--- config.mk ---
export PLATFORM = sky130hd
export DESIGN_NAME = mux256_scan_ctrl
export DESIGN_NICKNAME = d
export VERILOG_FILES = /design/src/rtl/mux256_scan_ctrl.sv
export SDC_FILE = /design/constraint.sdc
export NUM_CORES = 1
export LEC_CHECK = 0
export CORE_MARGIN = 2
export CORE_UTILIZATION = 38
export CTS_BUF_LIST = sky130_fd_sc_hd__clkbuf_16
export CTS_CLUSTER_SIZE = 20
export DETAILED_ROUTE_END_ITERATION = 10
export PLACE_DENSITY = 0.63
export REMOVE_ABC_BUFFERS = 1
export SYNTH_ARGS = -nofsm -noshare
export SYNTH_HDL_FRONTEND = slang
export SYNTH_SLANG_ARGS = --single-unit
--- constraint.sdc ---
create_clock -name clk -period 3.6 [get_ports clk]
set_input_delay 0.36 -clock clk [delete_from_list [all_inputs] [get_ports clk]]
set_output_delay 0.36 -clock clk [all_outputs]
set_load 0.01 [all_outputs]
--- src/rtl/mux256_scan_ctrl.sv ---
// Scan controller for a 256:1 bit mux: captures a word, then walks the select through all 256
// positions from start_idx and streams out the index of every set bit. Option: MUX_SCAN_ABORT_EN.
module mux256_scan_ctrl (
  input  logic         clk,
  input  logic         reset,
  input  logic         start,
  input  logic [255:0] din,
  input  logic [7:0]   start_idx,
  output logic [7:0]   sel,
  output logic [7:0]   idx,
  output logic         idx_valid,
  input  logic         idx_ready,
  output logic         busy,
  output logic         done,
  output logic [8:0]   count
`ifdef MUX_SCAN_ABORT_EN
  ,
  input  logic         abort
`endif
);

  typedef enum logic [1:0] {StIdle, StScan, StHold, StDone} state_e;

  state_e         state_q, state_d;
  logic [255:0]   word_q, word_d;
  logic [7:0]     sel_q, sel_d;
  logic [8:0]     step_q, step_d;
  logic [7:0]     idx_q, idx_d;
  logic           idx_valid_q, idx_valid_d;
  logic [8:0]     count_q, count_d;
  logic           busy_q, busy_d;
  logic           done_q, done_d;
  logic           abort_hit;
  logic           last_step;

  always_comb begin
    state_d     = state_q;
    word_d      = word_q;
    sel_d       = sel_q;
    step_d      = step_q;
    idx_d       = idx_q;
    idx_valid_d = idx_valid_q;
    count_d     = count_q;
`ifdef MUX_SCAN_ABORT_EN
    abort_hit   = abort;
`else
    abort_hit   = 1'b0;
`endif
    last_step   = (step_q == 9'd255);

    unique case (state_q)
      StIdle: begin
        if (start) begin
          word_d  = din;
          sel_d   = start_idx;
          step_d  = 9'd0;
          count_d = 9'd0;
          state_d = StScan;
        end
      end
      StScan: begin
        if (abort_hit) begin
          state_d = StIdle;
        end else if (word_q[sel_q]) begin
          idx_d       = sel_q;
          idx_valid_d = 1'b1;
          state_d     = StHold;
        end else if (!last_step) begin
          sel_d  = sel_q + 8'd1;
          step_d = step_q + 9'd1;
        end else begin
          state_d = StDone;
        end
      end
      StHold: begin
        // Abort wins over a same-cycle handshake, so that index is never counted.
        if (abort_hit) begin
          idx_valid_d = 1'b0;
          state_d     = StIdle;
        end else if (idx_ready) begin
          idx_valid_d = 1'b0;
          count_d     = count_q + 9'd1;
          if (!last_step) begin
            sel_d   = sel_q + 8'd1;
            step_d  = step_q + 9'd1;
            state_d = StScan;
          end else begin
            state_d = StDone;
          end
        end
      end
      StDone: begin
        state_d = StIdle;
      end
      default: begin
        state_d = StIdle;
      end
    endcase

    busy_d = (state_d != StIdle);
    done_d = (state_d == StDone);
  end

  always_ff @(posedge clk) begin
    if (reset) begin
      state_q     <= StIdle;
      word_q      <= '0;
      sel_q       <= '0;
      step_q      <= '0;
      idx_q       <= '0;
      idx_valid_q <= 1'b0;
      count_q     <= '0;
      busy_q      <= 1'b0;
      done_q      <= 1'b0;
    end else begin
      state_q     <= state_d;
      word_q      <= word_d;
      sel_q       <= sel_d;
      step_q      <= step_d;
      idx_q       <= idx_d;
      idx_valid_q <= idx_valid_d;
      count_q     <= count_d;
      busy_q      <= busy_d;
      done_q      <= done_d;
    end
  end

  assign sel       = sel_q;
  assign idx       = idx_q;
  assign idx_valid = idx_valid_q;
  assign busy      = busy_q;
  assign done      = done_q;
  assign count     = count_q;

endmodule

## Yosys cells after proc, flatten, opt, wreduce, memory -nomap -nowiden

Index checks and enable logic that the tools add are counted.

- Add/subtract/negate cells: 3
- Magnitude comparators: 1
- Equal/unequal tests: 9
- Mux-type cells: 23
- Reductions and logical operators: 10

Operators with widths:

| cell | count |
|---|---|
| 9-bit two-way mux | 5 |
| 8-bit two-way mux | 4 |
| 9-bit one-hot mux with 3 select lines | 1 |
| 8-bit one-hot mux with 3 select lines | 1 |
| 9-bit by 1-bit adder with 9-bit output (second input constant) | 2 |
| 9-bit one-hot mux with 2 select lines | 1 |
| 2-bit two-way mux | 5 |
| 9-bit by 8-bit equality test with 1-bit output (second input constant) | 1 |
| 8-bit by 9-bit less-than comparator with 1-bit output (second input constant) | 1 |
| 8-bit by 1-bit adder with 8-bit output (second input constant) | 1 |
| 1-bit binary-select mux with 8-bit select | 1 |
| 2-bit inequality test (second input constant) | 4 |
| 2-bit one-hot mux with 4 select lines | 1 |
| 2-bit equality test (second input constant) | 3 |
| 3-bit AND reduction | 2 |
| 2-bit nonzero test | 3 |
| 2-bit AND reduction | 2 |
| 4-bit AND reduction | 1 |
| 1-bit two-way mux | 3 |
| 3-bit nonzero test | 1 |
| 2-bit by 1-bit equality test with 1-bit output (second input constant) | 1 |
| 2-bit logical NOT | 1 |
| 1-bit one-hot mux with 2 select lines | 1 |

- Register bits: 295
- Input port bits: 268
- Output and inout bits: 28
- Word-level logic and storage cells: 55

## Logic depth before layout (Yosys ltp)

- Depth in word-level cells: 5
- Mapped depth: 14

## Least setup slack after synthesis

No wires, ideal clock.

- Path kind: reg2reg
- Start: reg sel_q[1] (netlist: sel[1])
- End: reg sel_q[2] (netlist: sel[2])
- Data arrival time: 2845 ps
- Setup slack: 639 ps
- Cell stages (with the launch flop): 11
- Buffers on the path: 3
- Cells stage by stage: dfxtp_1 buf_2 buf_2 mux4_1 mux2i_1 o22ai_1 or4_4 and3_1 buf_6 o311a_1 a41o_1

- Word-level cells in the longest chain between the ends: 4
- Elaborated cells on any way between the ends: 9

RTL lines:

| item | RTL line | source |
|---|---|---|
| from (decl) | 26 | `logic [7:0] sel_q, sel_d;` |
| from (signal assigned) | 118 | `sel_q <= sel_d;` |
| 1-bit binary-select mux with 8-bit select or 8-bit by 1-bit adder with 8-bit output (tied branches) | 64, 69, 84 |  |
| 1-bit two-way mux (implied by the code) or 8-bit two-way mux (tied branches) | 64, 68, 83 |  |
| 2-bit inequality test (no line) (tied with other cells) | -- |  |
| 4-bit AND reduction (no line) or 8-bit one-hot mux with 3 select lines (tied branches) | -- |  |

Parallel ways exist; a longest one is shown, timed or not. The select of a mux whose other input is x is not followed.
A chain may end at the register's enable or synchronous reset.

## Final worst setup path

- Start: reg sel_q[0] (netlist: sel[0])
- End: reg step_q[7]

- Word-level cells in the longest chain between the ends: 4

RTL lines:

| item | RTL line | source |
|---|---|---|
| 1-bit binary-select mux with 8-bit select | 64 | `end else if (word_q[sel_q]) begin` |
| 1-bit two-way mux (implied by the code) | 64 |  |
| 2-bit inequality test (no line) | -- |  |
| 4-bit AND reduction (no line) | -- |  |
| to (signal assigned) | 119 | `step_q <= step_d;` |
| to (decl) | 27 | `logic [8:0] step_q, step_d;` |

No other way between the ends. The select of a mux whose other input is x is not followed.

==> results.toml <==
[run_status]
status = "finished clean"

[sta]
post-route-period-util = 0.951
layout_min_cycle_time_ns = 3.42
holdWs_ns = 0.177
hold_viol = 0
skew_ns = 0.0104
clock.fmax_ghz = 0.292
finalSetupViolations = 0
slew_headroom = 0.392
fin_tns_setup_ns = 0
worstMarginPinSlew_ns = 0.912
slew_violations = 0
rsz0062_at_grt = "no"

[final_layout]
fillCellCount = 3181
drive_gt1_frac = 0.0724
nets = 2079
instances_no_fill = 2271
regArea_sq_um = 5920
area_growth_pct = 32.4
multiInputGateArea_sq_um = 6510

[yosys]
synth_edf_count = 0
ys.flop_type = "dfxtp_1"
seq_area_frac_synth = 0.454
synth_cells = 1574
synth_top_area_cell = "dfxtp_1"
synth_top_area_frac = 0.454
synth.avg_cell_area_sq_um = 8.27
async_reset_ff_frac = 0
synthTopCellsByArea = "dfxtp_1, nand2_1, a21oi_1"
yosys_warnings = 0
syn-cell-area_sq_um = 13000
ys_types = 65
ys_ff_latch = 295

[critical_path]
crit_fanout = 16
worstSetupEndpointType = "flip-flop"
required_ns = 4.01
crit_type = "reg2reg"
worst_setup_path_start_kind = "flip-flop"
arrival_ns = 3.83

[die]
die_w_microns = 189
die_area_sq_um = 35700
design.core.area_sq_um = 33600
start_util = 0.387
die_h_microns = 189
ioPinCount = 296
num_rows = 67

[drt]
drc_errors = 0
via_count = 11900
drt_pass1_iterations = 7
drt-initial-drc-count = 899
routed_wl_microns = 39300
avgRoutedWirePerCell_microns = 17.3
viasPerCell = 5.25
ant_nets = 0

[min_path]
min_path_type = "in2reg"

[clock_tree]
cts_setup_buffers = 0
clk_pin_slew_worst_paths_ns = 0.07
clk_latency_ns = 0.56
cts_tree = "yes"
numClockSinks = 295
ctsResizeCount = 0
cts_hold_buf = 0
clockBufferDepth = 3
cts_htree_levels = 1
cts_made_buffers = 31
cts-root-buf = "clkbuf_16"

[power_and_ir_drop]
ir_drop_mv = 0.349
totalPowerFinal_w = 0.0103
power_density_nw_per_um2 = 600
p_leak_nw = 6.25

[global_routing]
grt_pass1_wl_microns = 61000
grt_max_degree = 150
track_usage = 0.213
grt_pass1_vias = 11300
overflow = 0
antenna_found_initial = 1

[run]
cap_violations = 0

[placement]
place_congestion = 0.840
port_buffers = 295
dp_hpwl_microns = 27700
dp.cells = 2218
==> report_power, final <==
group	internal [W]	leakage, nW	total, W	switching, W
Clock	0.00161	0.465	0.00288	0.00127
Sequential	0.00371	2.42	0.00408	0.000370
Combinational	0.00151	3.37	0.00338	0.00188
==> synthesized netlist by cell type (6+ instances only) <==
cell and count:
mux2i_1 31, nor2_1 22, clkbuf_1 98, mux4_2 45, nor4_1 7, and3_1 7
o21ai_0 25, buf_2 15, ha_1 8, nand2_1 549, a221oi_1 8, nand2b_1 6
nand3_1 20, nand4_1 10, dfxtp_1 295, o221ai_1 6, mux4_1 7, inv_1 15
buf_1 6, a21oi_1 286, nor3_1 7, nor2b_1 6
==> flip-flops by register name, summed over array words and instances, names as in the netlist <==
signal,cells
word_q,256
count,9
step_q,9
idx,8
sel,8
state_q,2
busy,1
done,1
idx_valid,1
==> critical path, stage by stage (launching register included) <==
cell and delay, ns:
dfxtp_4 0.54, buf_4 0.28, mux4_1 0.58, mux2i_1 0.17, o22ai_1 0.14, or4_4 0.55
and3_1 0.35, nor2_1 0.45, o2111ai_1 0.19
==> worst paths after layout <==
kind / start / to / slack (ns) / cells past startpoint
max reg2reg: sel[0] / step_q[7] / 0.18 / 8
min: reset / word_q[101] / 0.18 / 2
max: sel[0] / step_q[7] / 0.18 / 8
min reg2reg: word_q[115] / word_q[115] / 0.45 / 2
==> per-layer routing <==
metal  global-route usage  up-vias  wire length, microns
li1                     -     5880                     -
met1                0.291     5646                 17500
met2                0.345      346                 18300
met3               0.0361       59                  2360
met4               0.0613        0                  1010
met5                    0        -                     0
==> cell type report <==
type                    count  area share
well taps                 448      0.0325
clock inverters            21     0.00690
clock buffers              31      0.0450
repair buffers            324       0.191
flip-flops and latches    295       0.343
multi-input cells        1135       0.378
inverters                  16     0.00349
diodes                      1    0.000145
==> cells by family (layout without fill, tap and decap cells) <==
family                   after synthesis  count (layout)  synth area share
buffers and inverters                144             392            0.0470
multiplexers                          86              86             0.118
other                                  0               1                 0
AO/OA/AOI/OAI                        381             381             0.165
flip-flops                           295             295             0.454
XOR/XNOR                               5               5           0.00336
adder cells (fa/ha/maj)                8               8           0.00769
AND/OR/NAND/NOR                      655             655             0.205
==> stage by stage <==
stage               setup slack (ns)   util  instance area, sq um
floorplan                      -2.03      -                 12500
global placement               0.229  0.486                 16300
detailed placement             0.169  0.486                 16300
CTS                            0.145  0.513                 17200
global route                  0.0154  0.513                 17200
finish                         0.178  0.513                 17200
==> placed cells by master (no fill, tap or decap), types with 22 or more instances in the layout <==
cell / n
mux4_2: 45
a21oi_1: 286
nand2_1: 548
mux2i_1: 31
nor2_1: 22
clkbuf_16: 31
clkdlybuf4s50_1: 294
dfxtp_1: 292
o21ai_0: 25
inv_1: 22
No activity file was read; power rests on OpenSTA's default activity.
